File: src/rtl/if_fetch_stage.sv
// Instruction fetch stage: PC register, IF/ID pipeline register, halt detection,
// single-step / continuous run control and a saturating fetch counter.
module if_fetch_stage #(
    parameter logic [31:0] RESET_PC   = 32'h00000000,
    parameter logic [31:0] HALT_INSTR = 32'hFFFFFFFF,
    parameter logic [31:0] NOP_INSTR  = 32'h00000000
) (
    input  logic        i_clk,
    input  logic        i_reset,
    input  logic        i_enable,
    input  logic        i_step_mode,
    input  logic        i_step,
    input  logic        i_stall,
    input  logic        i_flush,
    input  logic [1:0]  i_pc_src,
    input  logic [31:0] i_branch_addr,
    input  logic [31:0] i_jump_addr,
    input  logic [31:0] i_jr_addr,
    input  logic [31:0] i_imem_data,
    output logic [31:0] o_imem_addr,
    output logic [31:0] o_pc,
    output logic [31:0] o_if_id_instr,
    output logic [31:0] o_if_id_pc4,
    output logic        o_if_id_valid,
    output logic        o_halted,
    output logic [31:0] o_fetch_count
);

    typedef enum logic {
        ST_RUN    = 1'b0,
        ST_HALTED = 1'b1
    } state_t;

    state_t      r_state;
    state_t      w_nextState;
    logic [31:0] r_pc;
    logic [31:0] r_ifIdInstr;
    logic [31:0] r_ifIdPc4;
    logic        r_ifIdValid;
    logic [31:0] r_fetchCount;

    logic        w_adv;
    logic [31:0] w_pcPlus4;
    logic [31:0] w_redirect;
    logic [31:0] w_nextPc;
    logic [31:0] w_nextInstr;
    logic [31:0] w_nextPc4;
    logic        w_nextValid;
    logic [31:0] w_nextCount;

    assign w_adv     = (r_state == ST_RUN) && (i_step_mode ? i_step : i_enable);
    assign w_pcPlus4 = r_pc + 32'd4;

    // Redirect target chosen by the hazard unit's PC source select.
    always_comb begin
        w_redirect = w_pcPlus4;
        case (i_pc_src)
            2'b00:   w_redirect = w_pcPlus4;
            2'b01:   w_redirect = i_branch_addr;
            2'b10:   w_redirect = i_jump_addr;
            default: w_redirect = i_jr_addr;
        endcase
    end

    // Next-state logic: stall beats flush beats normal fetch; everything holds otherwise.
    always_comb begin
        w_nextState = r_state;
        w_nextPc    = r_pc;
        w_nextInstr = r_ifIdInstr;
        w_nextPc4   = r_ifIdPc4;
        w_nextValid = r_ifIdValid;
        w_nextCount = r_fetchCount;
        if (w_adv && !i_stall) begin
            if (i_flush) begin
                w_nextInstr = NOP_INSTR;
                w_nextPc4   = 32'd0;
                w_nextValid = 1'b0;
                w_nextPc    = w_redirect;
            end else begin
                w_nextInstr = i_imem_data;
                w_nextPc4   = w_pcPlus4;
                w_nextValid = 1'b1;
                if (r_fetchCount != 32'hFFFFFFFF) begin
                    w_nextCount = r_fetchCount + 32'd1;
                end
                if (i_imem_data == HALT_INSTR) begin
                    w_nextState = ST_HALTED;
                end else begin
                    w_nextPc = w_pcPlus4;
                end
            end
        end
    end

    // FSM state register; only reset leaves HALTED.
    always_ff @(posedge i_clk or posedge i_reset) begin
        if (i_reset) begin
            r_state <= ST_RUN;
        end else begin
            r_state <= w_nextState;
        end
    end

    // PC, IF/ID register and fetch counter.
    always_ff @(posedge i_clk or posedge i_reset) begin
        if (i_reset) begin
            r_pc         <= RESET_PC;
            r_ifIdInstr  <= NOP_INSTR;
            r_ifIdPc4    <= 32'd0;
            r_ifIdValid  <= 1'b0;
            r_fetchCount <= 32'd0;
        end else begin
            r_pc         <= w_nextPc;
            r_ifIdInstr  <= w_nextInstr;
            r_ifIdPc4    <= w_nextPc4;
            r_ifIdValid  <= w_nextValid;
            r_fetchCount <= w_nextCount;
        end
    end

    assign o_pc          = r_pc;
    assign o_imem_addr   = r_pc;
    assign o_if_id_instr = r_ifIdInstr;
    assign o_if_id_pc4   = r_ifIdPc4;
    assign o_if_id_valid = r_ifIdValid;
    assign o_halted      = (r_state == ST_HALTED);
    assign o_fetch_count = r_fetchCount;

endmodule

File: config.mk
export PLATFORM = sky130hd
export DESIGN_NAME = if_fetch_stage
export DESIGN_NICKNAME = d
export VERILOG_FILES = /design/src/rtl/if_fetch_stage.sv
export SDC_FILE = /design/constraint.sdc
export NUM_CORES = 1
export LEC_CHECK = 0
export CAP_MARGIN = 20
export CORE_ASPECT_RATIO = 0.6
export CORE_MARGIN = 2
export CORE_UTILIZATION = 40
export DETAILED_ROUTE_END_ITERATION = 12
export PLACE_DENSITY = 0.77
export SYNTH_ARGS = -nofsm -noshare
export SYNTH_HDL_FRONTEND = slang
export SYNTH_SLANG_ARGS = --single-unit
File: constraint.sdc
create_clock -name i_clk -period 4.2 [get_ports i_clk]
set_input_delay 0.84 -clock i_clk [delete_from_list [all_inputs] [get_ports i_clk]]
set_output_delay 0.84 -clock i_clk [all_outputs]
set_load 0.01 [all_outputs]
Word level (Yosys, flattened, before mapping)
Cells that the tools add are included.
{ "op_classes": {"n_mul": 0, "n_eq_ne": 5, "order_cmp": 0, "n_reduce_logical": 7, "n_bitwise": 2, "shift": 0, "div": 0, "add_sub_neg": 2, "muxes": 7} }
{ "op_table": {"columns": ["op", "count"], "rows": [
  ["two-way mux 32 bit", 4],
  ["case mux 32 bit (3 select lines)", 1],
  ["adder 32 x 1 -> 32 bit (second input constant)", 1],
  ["adder 32 x 3 -> 32 bit (second input constant)", 1],
  ["equality test 32 bit (second input constant)", 1],
  ["inequality test 32 bit (second input constant)", 1],
  ["AND reduction 3 bit", 2],
  ["equality test 2 x 1 -> 1 bit (second input constant)", 1],
  ["equality test 2 bit (second input constant)", 1],
  ["logical AND 1 bit", 2],
  ["logical NOT 2 bit", 1],
  ["two-way mux 1 bit", 2],
  ["inequality test 2 bit (second input constant)", 1],
  ["inverter 1 bit", 2],
  ["AND reduction 2 bit", 1],
  ["logical NOT 1 bit", 1]
]} }
{ "totals": {"memories": 0, "register_bits": 130, "mem_bits_ro": 0, "mem_bits_rw": 0, "output_inout_bits": 162, "wordCells": 29, "latchBits": 0} }

Depth between registers and ports, before layout
Gate-level depths: netlist of the first run.
{ "logic_depth": {"depth_word": 4, "mapped_depth": 8, "mapped_depth_nobuf": 6} }

Least setup slack after synthesis of the first run
No wires, ideal clock.
{ "synth_path": {"path_kind": "input port to flip-flop", "startpoint": "in i_imem_data[31]", "endpoint": "reg r_pc[9] (netlist: o_imem_addr[9])", "path_buffers": 1, "setup_slack_ns": 1.519, "arrival_time_ns": 2.560, "cell_stages": 6, "path_cell_list": "nand4_1 > or4_1 > o31ai_2 > clkbuf_1 > a21oi_1 > o211a_1"} }
{ "synth_between": {"elab_chain_len": 3} }
{ "synth_lines": {"columns": ["element", "line_no", "source"], "rows": [
  ["start: declaration", "19", "input logic [31:0] i_imem_data,"],
  ["equality test 32 bit", "86", "if (i_imem_data == HALT_INSTR) begin"],
  ["inequality test 2 bit (no source line)", null, null],
  ["AND reduction 2 bit (no source line)", null, null],
  ["end signal: assignment", "113", "r_pc <= w_nextPc;"],
  ["end: declaration", "36", "logic [31:0] r_pc;"]
]} }
Every way passes these cells.
A chain may end at the register's enable or synchronous reset.

Final worst setup path of the first run
{ "layout_path": {"startpoint": "in i_flush", "endpoint": "reg r_pc[17] (netlist: o_imem_addr[17])"} }
{ "layout_between": {"elab_chain_len": 2, "elab_cells_between_ends": 3, "classes_between": "eq/ne (1); mux (1); reduce/logical (1)"} }
{ "layout_lines": {"columns": ["element", "line_no", "source"], "rows": [
  ["start: declaration", "14", "input logic i_flush,"],
  ["inequality test 2 bit (no source line)", null, null],
  ["AND reduction 2 bit (no source line)", null, null]
]} }
Several ways; a longest one is shown, not always the timed one.

==> flow_summary.ini, run 1 <==
[timing]
maxSlewHeadroom = 0.416
rsz0062_at_grt = false
fin_crit_sh = 0.731
drv_slew = 0
hold_violations = 0
fin_crit_ps = 3070
worst_slew_pin_slew_ps = 875
setup_tns_ps = 0
clock.fmax_ghz = 0.326
finalClockSkew_ps = 13.1
setup_viol = 0

[yosys]
syn_nets = 1022
yosysUniqueCellTypes = 62
async_reset_ff_frac = 1.00
syn_area_um2 = 7660
synth_seq_cells = 130
ys.flop_type = dfrtp_1
seq_area_frac_synth = 0.424
ys.warnings.count = 0
avgSynthCellArea_um2 = 8.69
synth_edf_count = 0
synthCells = 882

[worst_setup_path]
cp.depth = 7
arrival_ps = 3420
crit_chain = clkdlybuf4s50_1 -> buf_4 -> clkinv_1 -> buf_4 -> or4_1 -> o32ai_1 -> a221o_1
critPathTopFamily = buffers and inverters
cp_slowest_stage_delay_ps = 930
critPathKind = in -> reg
r2r_cells = 5
worst-endpoint-required_ps = 4550
endpoint_kind = flop
cp_max_fo = 20
cpMostUsedCell = buf_4
crit_slowest_cell = or4_1
startpoint_type = primary input
path_buf_inv = 4

[pwr]
ir_drop_mv = 0.288
cellPowerDensity_nw_per_um2 = 420
p_leak_uw = 0.00458

[global_route]
grt_max_degree = 55
antenna_found_initial = 0
grt_pass1_wl_um = 43000
grt_overflow_total = 0
grt_pass1_vias = 7464
grtUsageTotal = 0.274

[cells_and_area]
final_cell_mix = clkdlybuf4s50_1 (297), nand2_1 (147), dfrtp_1 (130)
syn2layout_area_growth_pct = 47.7
layout-drive-gt1-share = 0.0732
instances_no_fill = 1393
mostFrequentLayoutCell = clkdlybuf4s50_1
fin_nets = 1274
insertedDiodeCount = 0

[floorplanning]
fp-row-count = 39
die_h_um = 111
start_util = 0.406
die_x_um = 183
coreArea_um2 = 18900
pin_count = 299
die_area_um2 = 20300

[detailed_routing]
vias_per_cell = 5.63
wl_um = 27800
wl_per_cell_um = 20.0
drt_iter0_drc = 908
drc = 0
ant_nets = 0
drtPass1Iterations = 6
vias = 7838

[job]
drv_cap = 0

[clocking]
post_cts_buffers = 0
ctsRootBufferMaster = clkbuf_16
cts-resized-gates = 0
clk_path_buf_depth = 2
clkSinkCount = 130
htree_levels = 4
hold_buffers = 0
insertion_delay_ps = 420
cts_buffers = 17
cts_tree = yes
clk_pin_slew_ps = 60

[placed_design]
routabilityCongestion = 0.878
placed_cells = 1361
io_buffers = 298
dp_hpwl_um = 20600

[hold_path]
hold_class = reg -> reg
hold_path_depth = 2

[run_status]
status = completed
## worst register-to-register path, stage by stage, from the launching register on
cell     delay [ps]
dfrtp_1         650
nand4_1         420
or3_1           710
or4_1           700
o32ai_1         300
a22o_1          170
## layer usage
layer  vias up  global-route usage  part of all wire
met5         -                   0                 0
met1      3735               0.384              0.44
met2       433               0.413              0.44
met3        40              0.0805              0.10
li1       3630                   -                 -
met4         0              0.0737             0.017
## power breakdown
| group | switching [µW] | internal (µW) | total (µW) |
|---|---|---|---|
| sequential | 292 | 1440 | 1730 |
| combinational | 628 | 777 | 1410 |
| clock | 602 | 1010 | 1610 |
| total | 1520 | 3230 | 4750 |
## kinds of logic after synthesis
| family | synth area share |
|---|---|
| multiplexers | 0.0503 |
| AO/OA/AOI/OAI | 0.172 |
| buffers and inverters | 0.0655 |
| flip-flops | 0.424 |
| XOR/XNOR | 0.0651 |
| adder cells (fa/ha/maj) | 0.00490 |
| AND/OR/NAND/NOR | 0.218 |
## synth_stat cells (5+ instances only)
| cell type | instances | area share |
|---|---|---|
| dfrtp_1 | 130 | 0.42 |
| clkbuf_1 | 38 | 0.019 |
| buf_4 | 34 | 0.033 |
| mux2i_1 | 25 | 0.033 |
| nor4_1 | 13 | 0.011 |
| xnor2_1 | 30 | 0.034 |
| nand4_1 | 23 | 0.019 |
| or4_1 | 9 | 0.0088 |
| a21oi_1 | 45 | 0.029 |
| buf_1 | 7 | 0.0034 |
| mux2_2 | 10 | 0.015 |
| a211oi_1 | 8 | 0.0078 |
| nand2_1 | 147 | 0.072 |
| nor3_1 | 15 | 0.0098 |
| o21ai_0 | 82 | 0.054 |
| a21o_1 | 5 | 0.0049 |
| nand3_1 | 30 | 0.020 |
| or3_1 | 7 | 0.0057 |
| a311oi_1 | 5 | 0.0057 |
| and3_1 | 6 | 0.0049 |
| o31ai_1 | 7 | 0.0069 |
| nor2_1 | 69 | 0.034 |
| o22ai_1 | 11 | 0.0090 |
| and4_1 | 11 | 0.013 |
| inv_1 | 10 | 0.0049 |
| and2_1 | 5 | 0.0041 |
| xor2_1 | 27 | 0.031 |
| buf_2 | 8 | 0.0052 |
## registers in the layout, indices dropped and copies added (netlist names)
name	flops
o_imem_addr	32
o_halted	1
o_fetch_count	32
o_if_id_instr	32
o_if_id_valid	1
o_if_id_pc4	32
## final cells by class
class	count	area (µm²)
multi-input combinational	655	3920
fill	1646	7560
timing repair buffer	320	3170
sequential	130	3250
clock buffer	20	447
clock inverter	12	181
tap	246	308
inverter	10	41.3
## final timing paths
path	to	startpoint	slack [ps]
max in group asynchronous	o_fetch_count[1]	i_reset	2500
min in group asynchronous	o_if_id_pc4[26]	i_reset	950
setup reg to reg	o_imem_addr[29]	o_imem_addr[4]	1180
hold / removal	o_if_id_instr[27]	o_if_id_instr[27]	470
setup / recovery	o_imem_addr[17]	i_flush	1130
hold reg to reg	o_if_id_instr[27]	o_if_id_instr[27]	470
## stage by stage
step | cell area [µm²] | hold slack [ps] | power [µW] | setup WS (ps) | utilization
after floorplan | 7670 | 515 | 2350 | 1520 | -
after CTS | 11300 | 482 | 4770 | 1200 | 0.599
after global routing | 11300 | 499 | 4970 | 1010 | 0.599
after global placement | 10700 | 460 | 3120 | 864 | 0.566
after detailed placement | 10700 | 469 | 3150 | 757 | 0.566
final | 11300 | 474 | 4750 | 1130 | 0.599
No activity file was read; power rests on OpenSTA's default activity.
==> run 2: changes to the inputs <==
--- a/config.mk
+++ b/config.mk
@@ -8,9 +8,9 @@
 export CAP_MARGIN = 20
 export CORE_ASPECT_RATIO = 0.6
 export CORE_MARGIN = 2
-export CORE_UTILIZATION = 40
+export CORE_UTILIZATION = 45
 export DETAILED_ROUTE_END_ITERATION = 12
-export PLACE_DENSITY = 0.77
+export PLACE_DENSITY = 0.82
 export SYNTH_ARGS = -nofsm -noshare
 export SYNTH_HDL_FRONTEND = slang
 export SYNTH_SLANG_ARGS = --single-unit
==> constraint.sdc (replaced) <==
create_clock -name i_clk -period 3.1 [get_ports i_clk]
set_input_delay 0.62 -clock i_clk [delete_from_list [all_inputs] [get_ports i_clk]]
set_output_delay 0.62 -clock i_clk [all_outputs]
set_load 0.01 [all_outputs]
==> flow_summary.ini, run 2 (same netlist as run 1, synthesis figures left out) <==
[global_route]
grt_pass1_wl_um = 43200
antenna_found_initial = 0
grt_overflow_total = 0
grt_max_degree = 65
grt_pass1_vias = 7858
grtUsageTotal = 0.310

[hold_path]
hold_path_depth = 2
min_from = o_if_id_pc4[2]
whs_endpoint = o_if_id_pc4[2]
hold_class = reg -> reg

[worst_setup_path]
r2r_cells = 6
cp_max_fo = 18
critPathKind = in -> reg
startpoint_type = primary input
ff2ff_setup_slack_ps = 470
endpoint_kind = flop
worst-endpoint-required_ps = 3400
crit_path_start = i_imem_data[1]
arrival_ps = 2950
r2r-end = o_imem_addr[30]
worstReg2RegStart = o_imem_addr[2]

[placed_design]
routabilityCongestion = 0.913
io_buffers = 298
dp_hpwl_um = 21300

[cells_and_area]
insertedDiodeCount = 0
layout-drive-gt1-share = 0.0930
postLayoutCoreUtil = 0.697
fin_nets = 1299
final_cell_mix = clkdlybuf4s50_1 (297), nand2_1 (147), dfrtp_1 (130)
mostFrequentLayoutCell = clkdlybuf4s50_1
syn2layout_area_growth_pct = 49.6

[pwr]
ir_drop_mv = 0.292
cellPowerDensity_nw_per_um2 = 561
p_leak_uw = 0.00470

[detailed_routing]
drt_iter0_drc = 881
wl_per_cell_um = 19.9
vias = 8014
wl_um = 27900
drc = 0
ant_nets = 0
drtPass1Iterations = 5
vias_per_cell = 5.72

[clocking]
cts_buffers = 17
clkSinkCount = 130
clk_path_buf_depth = 2
htree_levels = 4
insertion_delay_ps = 410
post_cts_buffers = 0
ctsRootBufferMaster = clkbuf_16
hold_buffers = 0
cts-resized-gates = 0
cts_tree = yes
clk_pin_slew_ps = 60

[timing]
rsz0062_at_grt = false
setup_tns_ps = 0
fin_crit_sh = 0.855
drv_slew = 0
setup_viol = 0
fin_crit_ps = 2650
maxSlewHeadroom = 0.509
finalClockSkew_ps = 16.5
worst_slew_pin_slew_ps = 729
clock.fmax_ghz = 0.377
hold_violations = 0

[floorplanning]
die_area_um2 = 18100
die_x_um = 172
coreArea_um2 = 16400
pin_count = 299
fp-row-count = 36
start_util = 0.466
die_h_um = 105

[job]
drv_cap = 0

[run_status]
status = completed
## run 2: metal layers
metal	vias to the layer above	track usage	part of all wire
met1	3848	0.425	0.42
met2	448	0.475	0.45
met3	33	0.0939	0.11
met5	-	0	0
met4	0	0.0804	0.016
li1	3685	-	-
## run 2: final cells by class
| class | instances | area, µm² |
|---|---|---|
| repair buffers | 345 | 3360 |
| multi-input cells | 655 | 3920 |
| clock inverters | 13 | 178 |
| inverters | 10 | 41.3 |
| well taps | 228 | 285 |
| flip-flops and latches | 130 | 3250 |
| clock buffers | 19 | 433 |
| fillers | 1345 | 4970 |
## run 2: how the worst max path moves through the flow
stage | depth (start not counted) | endpoint
final | 7 | o_imem_addr[30]
after global routing | 7 | o_imem_addr[26]
after CTS | 7 | o_imem_addr[30]
after detailed placement | 7 | o_imem_addr[30]
after global placement | 7 | o_imem_addr[30]
after floorplan | 6 | o_imem_addr[9]
## run 2: worst max-delay path: stages
cell and delay (ps):
clkdlybuf4s50_1 510, nand4_1 130, or4_1 650, o31ai_2 250, buf_4 280, nor2_1 180
a221oi_1 310
## run 2: where the power goes
| part | internal, µW | switching (µW) | leakage, µW |
|---|---|---|---|
| clock | 1280 | 800 | 0.000297 |
| sequential | 1960 | 288 | 0.00167 |
| combinational | 1120 | 994 | 0.00274 |
## run 2: through the flow
step           total power [µW]  setup slack, ps  area [µm²]  cells  hold WS, ps
3_3_place_gp               4310              118       10900   1368          459
6_report                   6440              450       11500   1400          480
4_1_cts                    6450              461       11500   1400          480
2_1_floorplan              3190              639        7670    882          515
3_5_place_dp               4360             36.7       10900   1368          466
5_1_grt                    6740              368       11500   1400          496
==> edit: new RTL, config.mk and constraints of run 2 <==
Reset style: synchronous (`i_reset`), changed in 2 clocked blocks.
--- a/src/rtl/if_fetch_stage.sv
+++ b/src/rtl/if_fetch_stage.sv
@@ -94,5 +94,5 @@
 
     // FSM state register; only reset leaves HALTED.
-    always_ff @(posedge i_clk or posedge i_reset) begin
+    always_ff @(posedge i_clk) begin
         if (i_reset) begin
             r_state <= ST_RUN;
@@ -103,5 +103,5 @@
 
     // PC, IF/ID register and fetch counter.
-    always_ff @(posedge i_clk or posedge i_reset) begin
+    always_ff @(posedge i_clk) begin
         if (i_reset) begin
             r_pc         <= RESET_PC;
Behaviour: differs if i_reset is asserted again (counterexample within 4 cycles, from zero or initial values and one cycle with i_reset high); with i_reset held inactive, the same outputs for 4 cycles.
==> edit against run 2 <==
- synthesized area down 4.0%
- critical endpoint is now o_fetch_count[9]
- routed wire length up 0.93%
- fmax down 6.1%
- worst setup slack worse by 0.17 ns
- final area down 4.3%
- sequential cell count unchanged
- critical path depth down 1
- sequential share of layout area down 4.7 points
Power is not compared: it rests on default switching activity, and its combinational part moved more than twofold at a synthesized area within 25%.
==> edit: results (changes against run 2) <==
stage;metric;value;unit;change
placed_design;hpwlAfterDp;20700;um;was 21,300 um
timing;skew;0.0117;ns;was 0.0165 ns
routing;first_pass_iters;8;;was 5
global_route;grt_pass1_wl;43100;um;was 43,200 um
setup_path;rrSetupSlack;0.28;ns;was 0.47 ns
setup_path;r2r-end;o_fetch_count[9];;was o_imem_addr[30]
final_layout;clkCellAreaFrac;0.0531;;was 0.0532
routing;drt_iter0_markers;934;;was 881
global_route;grt_max_degree;118;;was 65
routing;wl;28200;um;was 27,900 um
global_route;grt_usage;0.316;;was 0.310
final_layout;inv_count;17;;was 10
placed_design;gp_congestion;0.942;;was 0.913
setup_path;path_max_fanout;19;;was 18
final_layout;seq-cell-share;0.237;;was 0.284
logic_synthesis;synthFlopType;dfxtp_1;;was dfrtp_1
final_layout;buffers;340;;was 345
setup_path;slowest_delay;0.90;ns;was 0.65 ns
logic_synthesis;async_flop_share;0;;was 1.00
logic_synthesis;yosys-top-cells-count;130 x dfxtp_1, 107 x a21oi_1, 99 x nand2_1;;was 147 x nand2_1, 130 x dfrtp_1, 82 x o21ai_0
routing;vias;8464;;was 8,014
logic_synthesis;ys_top_cells_by_area;dfxtp_1 35%, a21oi_1 7.3%, nand2_1 5.0%;;was dfrtp_1 42%, nand2_1 7.2%, o21ai_0 5.4%
final_layout;nets;1330;;was 1,299
setup_path;critical_path_arrival;3.16;ns;was 2.95 ns
final_layout;drive_gt1_frac;0.0865;;was 0.0930
final_layout;nFillCells;1349;;was 1,345
setup_path;r2r_start;o_fetch_count[25];;was o_imem_addr[2]
timing;worst_pin_slew;1.02;ns;was 0.729 ns
worst_hold_path;min_from;o_if_id_pc4[2];;unchanged
setup_path;path_class;register to register;;was input pin to register
outcome;outcome;finished clean;;unchanged
final_layout;nMultiInputCombCells;684;;was 655
## edit: cell count changes in the layout (fill, tap and decap cells not counted), sizes merged, moves of 10 or more
cell / before / now
a21oi: 45 / 107
a22oi: 4 / 14
dfrtp: 130 / 0
dfxtp: 0 / 130
nand2: 147 / 99
nand3: 31 / 58
nor2: 69 / 58
nor4: 13 / 24
o21a: 0 / 10
o21ai: 82 / 60
xnor2: 30 / 10
xor2: 27 / 10
## edit: how the worst min path moves through the flow
stage	to	slack (ns)	cells past startpoint
4_1_cts	o_if_id_pc4[2]	0.45	2
2_1_floorplan	o_if_id_pc4[29]	0.48	2
5_1_grt	o_if_id_pc4[4]	0.47	2
3_5_place_dp	o_if_id_instr[30]	0.44	2
6_report	o_if_id_pc4[2]	0.45	2
3_3_place_gp	o_if_id_instr[5]	0.44	2
## edit: per-layer routing
metal  up-vias  part of all wire  global-route usage
li1       3962                 -                   -
met1      3929              0.44               0.430
met2       532              0.42               0.481
met3        41              0.13               0.111
met4         0             0.015              0.0776
met5         -                 0                   0
## edit: worst min-delay path: stages (launching register included)
cell     delay (ns)
dfxtp_1        0.30
nand2_1        0.05
a21oi_1        0.05
## edit: metrics by stage
step	cells	hold slack, ns	cell area, um^2	total power, mW	setup slack [ns]
floorplan	941	0.476	7360	2.13	0.855
global placement	1380	0.437	10400	2.53	0.168
detailed placement	1380	0.444	10400	2.55	0.166
CTS	1412	0.451	11000	4.57	0.323
global route	1412	0.470	11000	4.71	0.0731
finish	1412	0.448	11000	4.55	0.278
## edit: cells by family after synthesis
group                      share of synthesized area
DFF                                            0.354
xor gates and xnor gates                      0.0238
and+or+nand+nor                                0.239
AOI/OAI and AO/OA                              0.239
muxes                                         0.0540
buffers and inverters                         0.0857
adders and majority gates                    0.00510
